### config.mk
export PLATFORM = sky130hd
export DESIGN_NAME = d_cmp_sched_flat
export DESIGN_NICKNAME = d
export VERILOG_FILES = /design/src/rtl/d_cmp_sched_pkg.sv /design/src/rtl/d_cmp_sched_if.sv /design/src/rtl/d_cmp_sched_slot.sv /design/src/rtl/d_cmp_sched.sv /design/src/flat_wrapper.sv
export SDC_FILE = /design/constraint.sdc
export NUM_CORES = 1
export LEC_CHECK = 0
export BUFFER_PORTS_ARGS = -buffer_cell sky130_fd_sc_hd__buf_2
export CAP_MARGIN = 10
export CORE_MARGIN = 10
export CORE_UTILIZATION = 29
export CTS_BUF_LIST = sky130_fd_sc_hd__clkbuf_2
export DETAILED_ROUTE_END_ITERATION = 8
export GPL_ROUTABILITY_DRIVEN = 0
export PLACE_DENSITY = 0.52
export SKIP_LAST_GASP = 1
export SLEW_MARGIN = 40
export SYNTH_ARGS = -nofsm -noshare
export SYNTH_HDL_FRONTEND = slang
export SYNTH_SLANG_ARGS = --single-unit
### constraint.sdc
create_clock -name clk -period 14.06 [get_ports clk]
set_clock_uncertainty 0.2 [all_clocks]
set_input_delay 4.218 -clock clk [delete_from_list [all_inputs] [get_ports clk]]
set_output_delay 4.218 -clock clk [all_outputs]
set_load 0.02 [all_outputs]
### src/rtl/d_cmp_sched_pkg.sv
`default_nettype none
// ============================================================================
// Module   : d_cmp_sched_pkg
// Purpose  : Shared constants, slot record and helpers for the decode-stage
//            branch-comparator scheduler.
// Revision : 1.0 - initial release
// ============================================================================
package d_cmp_sched_pkg;

    // Operand source codes; E/M/W codes equal (slot index + 1)
    localparam logic [1:0] FWD_RF = 2'd0;
    localparam logic [1:0] FWD_E  = 2'd1;
    localparam logic [1:0] FWD_M  = 2'd2;
    localparam logic [1:0] FWD_W  = 2'd3;

    localparam int         TNEW_W  = 2;
    localparam logic [1:0] TUSE_BR = 2'd0;

    // One tracked in-flight register write
    typedef struct packed {
        logic              valid;
        logic [4:0]        dst;
        logic [TNEW_W-1:0] tnew;
    } slot_t;

    // tnew counts down one per stage and stops at zero
    function automatic logic [TNEW_W-1:0] tnew_dec(input logic [TNEW_W-1:0] t);
        return (t == '0) ? '0 : t - 1'b1;
    endfunction

    // $0 is never a real producer, so it never matches
    function automatic logic slot_match(input slot_t s, input logic [4:0] r);
        return s.valid && (r != 5'd0) && (s.dst == r);
    endfunction

endpackage : d_cmp_sched_pkg
`default_nettype wire

### src/rtl/d_cmp_sched_if.sv
`default_nettype none
// ============================================================================
// Module   : d_cmp_sched_if
// Purpose  : D-stage request / scheduler response bundle.
// Revision : 1.0 - initial release
// ============================================================================
interface d_cmp_sched_if;
    logic       flush;
    logic [4:0] d_rs;
    logic [4:0] d_rt;
    logic [1:0] d_tuse_rs;
    logic [1:0] d_tuse_rt;
    logic [4:0] d_dst;
    logic [1:0] d_tnew;
    logic       d_is_branch;
    logic       d_is_md;
    logic       e_md_start;
    logic       md_busy;
    logic       stall;
    logic [1:0] fwd_rs_sel;
    logic [1:0] fwd_rt_sel;
    logic       cmp_valid;

    modport master (
        output flush, d_rs, d_rt, d_tuse_rs, d_tuse_rt, d_dst, d_tnew,
               d_is_branch, d_is_md, e_md_start, md_busy,
        input  stall, fwd_rs_sel, fwd_rt_sel, cmp_valid
    );

    modport slave (
        input  flush, d_rs, d_rt, d_tuse_rs, d_tuse_rt, d_dst, d_tnew,
               d_is_branch, d_is_md, e_md_start, md_busy,
        output stall, fwd_rs_sel, fwd_rt_sel, cmp_valid
    );
endinterface : d_cmp_sched_if
`default_nettype wire

### src/rtl/d_cmp_sched_slot.sv
`default_nettype none
// ============================================================================
// Module   : sched_slot
// Purpose  : One scoreboard register (E, M or W) with load, bubble and flush,
//            optionally decrementing tnew as the entry moves down the pipe.
// Revision : 1.0 - initial release
// ============================================================================
module sched_slot
    import d_cmp_sched_pkg::*;
#(
    parameter logic DEC = 1'b1
) (
    input  wire logic  clk,
    input  wire logic  reset,
    input  wire logic  i_flush,
    input  wire logic  i_load,
    input  wire logic  i_bubble,
    input  wire slot_t i_slot,
    output slot_t      o_slot
);

    slot_t r_slot;

    // Slot register: flush beats bubble beats load
    always_ff @(posedge clk or posedge reset) begin
        if (reset) begin
            r_slot <= '0;
        end else if (i_flush || i_bubble) begin
            r_slot.valid <= 1'b0;
        end else if (i_load) begin
            r_slot.valid <= i_slot.valid;
            r_slot.dst   <= i_slot.dst;
            r_slot.tnew  <= DEC ? tnew_dec(i_slot.tnew) : i_slot.tnew;
        end
    end

    assign o_slot = r_slot;

endmodule : sched_slot
`default_nettype wire

### src/rtl/d_cmp_sched.sv
`default_nettype none
// ============================================================================
// Module   : d_cmp_sched
// Purpose  : Decode-stage scheduler: tracks E/M/W writers and the MDU, and
//            produces stall, per-operand forward selects and cmp_valid.
// Revision : 1.0 - initial release
// ============================================================================
module d_cmp_sched
    import d_cmp_sched_pkg::*;
#(
    parameter int NSTAGE = 3
) (
    input wire logic      clk,
    input wire logic      reset,
    d_cmp_sched_if.slave  bus
);

    slot_t      w_slot [NSTAGE];
    slot_t      w_d_slot;
    logic       w_stall;
    logic       w_rs_hit, w_rt_hit;
    logic [1:0] w_rs_tnew, w_rt_tnew;
    logic [1:0] w_rs_code, w_rt_code;
    logic       w_rs_stall, w_rt_stall, w_md_stall;
    logic [1:0] w_rs_sel, w_rt_sel;

    assign w_d_slot = '{valid: 1'b1, dst: bus.d_dst, tnew: bus.d_tnew};

    // Slot 0 is E (loaded from D or bubbled), later slots shift every cycle
    for (genvar gi = 0; gi < NSTAGE; gi++) begin : g_slot
        if (gi == 0) begin : g_head
            sched_slot #(.DEC(1'b0)) u_slot (
                .clk      (clk),
                .reset    (reset),
                .i_flush  (bus.flush),
                .i_load   (!w_stall),
                .i_bubble (w_stall),
                .i_slot   (w_d_slot),
                .o_slot   (w_slot[gi])
            );
        end else begin : g_tail
            sched_slot #(.DEC(1'b1)) u_slot (
                .clk      (clk),
                .reset    (reset),
                .i_flush  (bus.flush),
                .i_load   (1'b1),
                .i_bubble (1'b0),
                .i_slot   (w_slot[gi-1]),
                .o_slot   (w_slot[gi])
            );
        end
    end

    // Nearest-match search: scan oldest to youngest so the youngest hit wins
    always_comb begin
        w_rs_hit  = 1'b0;
        w_rt_hit  = 1'b0;
        w_rs_tnew = '0;
        w_rt_tnew = '0;
        w_rs_code = FWD_RF;
        w_rt_code = FWD_RF;
        for (int i = NSTAGE - 1; i >= 0; i--) begin
            if (slot_match(w_slot[i], bus.d_rs)) begin
                w_rs_hit  = 1'b1;
                w_rs_tnew = w_slot[i].tnew;
                w_rs_code = 2'(i + 1);
            end
            if (slot_match(w_slot[i], bus.d_rt)) begin
                w_rt_hit  = 1'b1;
                w_rt_tnew = w_slot[i].tnew;
                w_rt_code = 2'(i + 1);
            end
        end
    end

    // Stall and forward decision; a matching but unready producer selects RF
    always_comb begin
        w_rs_stall = w_rs_hit && (w_rs_tnew > bus.d_tuse_rs);
        w_rt_stall = w_rt_hit && (w_rt_tnew > bus.d_tuse_rt);
        w_md_stall = bus.d_is_md && (bus.md_busy || bus.e_md_start);
        w_stall    = w_rs_stall || w_rt_stall || w_md_stall;
        w_rs_sel   = (w_rs_hit && (w_rs_tnew == '0)) ? w_rs_code : FWD_RF;
        w_rt_sel   = (w_rt_hit && (w_rt_tnew == '0)) ? w_rt_code : FWD_RF;
    end

    assign bus.stall      = w_stall;
    assign bus.fwd_rs_sel = w_rs_sel;
    assign bus.fwd_rt_sel = w_rt_sel;
    assign bus.cmp_valid  = bus.d_is_branch && !w_stall;

endmodule : d_cmp_sched
`default_nettype wire
### src/flat_wrapper.sv
// flat-port wrapper written by rule: the top's interface ports become plain ports
module d_cmp_sched_flat import d_cmp_sched_pkg::*;
#(
    parameter int NSTAGE = 3
)
  (clk, reset, bus_flush, bus_d_rs, bus_d_rt, bus_d_tuse_rs, bus_d_tuse_rt, bus_d_dst, bus_d_tnew, bus_d_is_branch, bus_d_is_md, bus_e_md_start, bus_md_busy, bus_stall, bus_fwd_rs_sel, bus_fwd_rt_sel, bus_cmp_valid);
  d_cmp_sched_if bus_i ();
  input wire logic clk;
  input wire logic reset;
  input wire logic [$bits(bus_i.flush)-1:0] bus_flush;
  input wire logic [$bits(bus_i.d_rs)-1:0] bus_d_rs;
  input wire logic [$bits(bus_i.d_rt)-1:0] bus_d_rt;
  input wire logic [$bits(bus_i.d_tuse_rs)-1:0] bus_d_tuse_rs;
  input wire logic [$bits(bus_i.d_tuse_rt)-1:0] bus_d_tuse_rt;
  input wire logic [$bits(bus_i.d_dst)-1:0] bus_d_dst;
  input wire logic [$bits(bus_i.d_tnew)-1:0] bus_d_tnew;
  input wire logic [$bits(bus_i.d_is_branch)-1:0] bus_d_is_branch;
  input wire logic [$bits(bus_i.d_is_md)-1:0] bus_d_is_md;
  input wire logic [$bits(bus_i.e_md_start)-1:0] bus_e_md_start;
  input wire logic [$bits(bus_i.md_busy)-1:0] bus_md_busy;
  output wire logic [$bits(bus_i.stall)-1:0] bus_stall;
  output wire logic [$bits(bus_i.fwd_rs_sel)-1:0] bus_fwd_rs_sel;
  output wire logic [$bits(bus_i.fwd_rt_sel)-1:0] bus_fwd_rt_sel;
  output wire logic [$bits(bus_i.cmp_valid)-1:0] bus_cmp_valid;
  assign bus_i.flush = bus_flush;
  assign bus_i.d_rs = bus_d_rs;
  assign bus_i.d_rt = bus_d_rt;
  assign bus_i.d_tuse_rs = bus_d_tuse_rs;
  assign bus_i.d_tuse_rt = bus_d_tuse_rt;
  assign bus_i.d_dst = bus_d_dst;
  assign bus_i.d_tnew = bus_d_tnew;
  assign bus_i.d_is_branch = bus_d_is_branch;
  assign bus_i.d_is_md = bus_d_is_md;
  assign bus_i.e_md_start = bus_e_md_start;
  assign bus_i.md_busy = bus_md_busy;
  assign bus_stall = bus_i.stall;
  assign bus_fwd_rs_sel = bus_i.fwd_rs_sel;
  assign bus_fwd_rt_sel = bus_i.fwd_rt_sel;
  assign bus_cmp_valid = bus_i.cmp_valid;
  d_cmp_sched #(.NSTAGE(NSTAGE)) u_core (.clk(clk), .reset(reset), .bus(bus_i));
endmodule
==> results.py <==
metrics = {
    "sta": {
        "hold_ws_ns": 0.359,
        "hold_viol": 0,
        "fmax_mhz": 87.7,
        "slew_viol_final": 0,
        "rsz0062_at_grt": "no",
        "period_share_pct": 81.1,
        "layout_min_cycle_time_ns": 11.40,
        "maxSlewHeadroom_pct": 62.2,
        "finalSetupTns_ns": 0,
        "setup_ws_ns": 2.66,
        "tightest_slew_ns": 0.562,
        "finalSetupViolCount": 0,
    },
    "layout": {
        "design_area_mm2": 0.00187,
        "syn2layout_area_growth_pct": 18.1,
        "fillCellCount": 557,
        "antenna_cells": 0,
        "final_nets": 223,
        "drive_above_1_share_pct": 30.5,
    },
    "synthesis": {
        "async_reset_ff_share_pct": 100,
        "synth_flop_cell": "dfrtp_1",
        "syn_nets": 189,
        "yosysSeqAreaShare_pct": 38.0,
        "avgSynthCellArea_um2": 10.1,
        "synth_cells": 157,
        "synth-edff-count": 0,
        "synth_seq_cells": 24,
        "synth_cell_type_count": 32,
        "synth_common_cells": "24 x dfrtp_1, 24 x xnor2_1, 17 x mux2_2",
        "netlist_area_mm2": 0.00158,
        "yosysWarningCount": 0,
        "synth_area_leaders": "dfrtp_1 38%, xnor2_1 13%, mux2_2 12%",
        "synth_top_cell_area_share_pct": 38.0,
        "yosysTopAreaCell": "dfrtp_1",
    },
    "worst_setup_path": {
        "end_kind": "output pin",
        "max_stage_delay_ns": 0.51,
        "critPathSlowestCell": "or4_1",
        "critPathLaunchType": "input port",
        "crit_chain": "buf_2 -> or4_1 -> nor2_1 -> or4_1 -> and3_1 -> a2bb2oi_1 -> inv_1 -> ha_1 -> nand2_1 -> o21ai_0 -> a31oi_1 -> nor2b_1 -> o211a_1 -> buf_2",
        "path_max_fanout": 7,
        "critPathKind": "input port to output pin",
        "arrival_ns": 6.99,
        "worstPathRequired_ns": 9.64,
    },
    "drt": {
        "avgViaCountPerCell": 4.58,
        "dr.first_iter.drc_count": 30,
        "drt_wl_total_um": 3790,
        "firstDrtPassIters": 4,
        "final_antenna_net_count": 0,
        "vias": 1191,
        "routedWlPerCell_um": 14.6,
        "route.detailed.drc": 0,
    },
    "global_routing": {
        "grt_start_max_net_pins": 25,
        "met3_usage_pct": 4.00,
        "grt_use_met2_pct": 13.5,
        "antenna_found_initial": 0,
        "globalRoute.totalOverflow": 0,
        "grtUsageMet1_pct": 11.9,
        "grt.busiest_layer": "met2",
        "grt_usage_pct": 9.15,
        "grt_pass1_vias": 1290,
        "grt_first_pass_wirelength_um": 6510,
    },
    "place": {
        "dp_hpwl_um": 3110,
        "io_buffers": 33,
        "dpl_cell_area_mm2": 0.00182,
        "dp_slack_ns": 2.68,
    },
    "clocking": {
        "cts-root-buf": "clkbuf_2",
        "cts-buffers-inserted": 3,
        "clk_transition_reported_paths_ns": 0.24,
        "max-clock-path-buffers": 2,
        "post_cts_resized": 0,
        "cts_tree": "yes",
        "post-cts-setup-buffers": 0,
        "h-tree-depth": 1,
        "hold_buffers": 0,
        "clk_latency_ns": 0.35,
        "clkSinkCount": 24,
    },
    "floorplan": {
        "core_mm2": 0.00520,
        "rows": 26,
        "initial_utilization_pct": 30.4,
        "io_pins": 34,
        "die_area_mm2": 0.00880,
        "die_h_um": 93.8,
        "die_w_um": 93.8,
    },
    "job": {
        "cap_viol_max_count": 0,
    },
    "status": {
        "status": "finished, final reports clean",
    },
    "min_path": {
        "min_path_type": "register to register",
    },
    "power": {
        "p_leak_nw": 0.805,
        "powerDensity_mw_per_mm2": 102,
        "peakVddDrop_v": 0.0000495,
    },
}
-- layout by cell type (no fill, tap or decap), drive strengths merged, types with 5 or more instances in the layout --
cell type | synthesis | routed
buf | 2 | 33
dfrtp | 24 | 24
inv | 10 | 10
xnor2 | 24 | 24
o21ai | 10 | 10
xor2 | 6 | 6
mux2 | 17 | 17
nand2 | 13 | 13
nor2b | 5 | 5
nand4 | 6 | 6
-- cell type report --
class                           count  area, um2  share of cell area [%]
Multi-Input combinational cell    119        931                    49.9
Clock inverter                      1       30.0                    1.61
Timing Repair Buffer               33        165                    8.85
Sequential cell                    24        601                    32.2
Inverter                           10       37.5                    2.01
Tap cell                           70       87.6                    4.69
Clock buffer                        3       15.0                   0.804
-- sequential cells by signal, indices dropped and copies added (netlist names) --
register,flops
u_core.g_slot.g_head.u_slot.o_slot,8
u_core.g_slot.g_tail.u_slot.o_slot,16
-- through the flow --
stage               util (%)  total power, mW  std cells
finish                  35.9            0.191        260
detailed placement      35.0            0.146        256
floorplan                  -            0.129        157
CTS                     35.9            0.194        260
global placement        34.9            0.145        256
global route            35.9            0.204        260
-- worst max-delay path, delay by kind of cell --
family                     cells  cell delay (ns)
adders and majority gates      1             0.27
AOI/OAI and AO/OA              4             0.78
and+or+nand+nor                6             1.37
buffers and inverters          3             0.35
-- layer usage --
layer | routed length [um] | part of all wire, % | vias up
li1 | - | - | 624
met3 | 271 | 7.2 | 2
met5 | 0 | 0 | -
met1 | 1860 | 49 | 534
met2 | 1650 | 43 | 31
met4 | 18 | 0.47 | 0
-- power by group --
group / leakage [nW] / total, mW / switching, mW / internal (mW)
clock network: 0.0266 / 0.0469 / 0.0225 / 0.0245
logic: 0.486 / 0.0480 / 0.0204 / 0.0275
registers: 0.293 / 0.0960 / 0.0155 / 0.0806
total: 0.805 / 0.191 / 0.0583 / 0.133
-- path summary, 6_finish.rpt --
kind / start / endpoint / slack (ns) / cells past startpoint
worst max-delay path: bus_d_rt[1] / bus_cmp_valid / 2.66 / 14
worst min-delay path: u_core.g_slot[0].g_head.u_slot.o_slot[0] / u_core.g_slot[1].g_tail.u_slot.o_slot[0] / 0.36 / 1
worst max register to register: u_core.g_slot[1].g_tail.u_slot.o_slot[4] / u_core.g_slot[0].g_head.u_slot.o_slot[4] / 10.34 / 11
worst min register to register: u_core.g_slot[0].g_head.u_slot.o_slot[0] / u_core.g_slot[1].g_tail.u_slot.o_slot[0] / 0.36 / 1
max in group asynchronous: reset / u_core.g_slot[1].g_tail.u_slot.o_slot[7] / 9.67 / 2
min in group asynchronous: reset / u_core.g_slot[0].g_head.u_slot.o_slot[5] / 3.65 / 2
-- logic make-up after synthesis --
group                    synth area share, %
AND/OR/NAND/NOR                         16.5
XOR/XNOR                                16.6
flip-flops                              38.0
AO/OA/AOI/OAI                           8.87
multiplexers                            13.4
buffers and inverters                   3.48
adder cells (fa/ha/maj)                 3.17
Note: power is estimated with default switching activity, not from simulation.
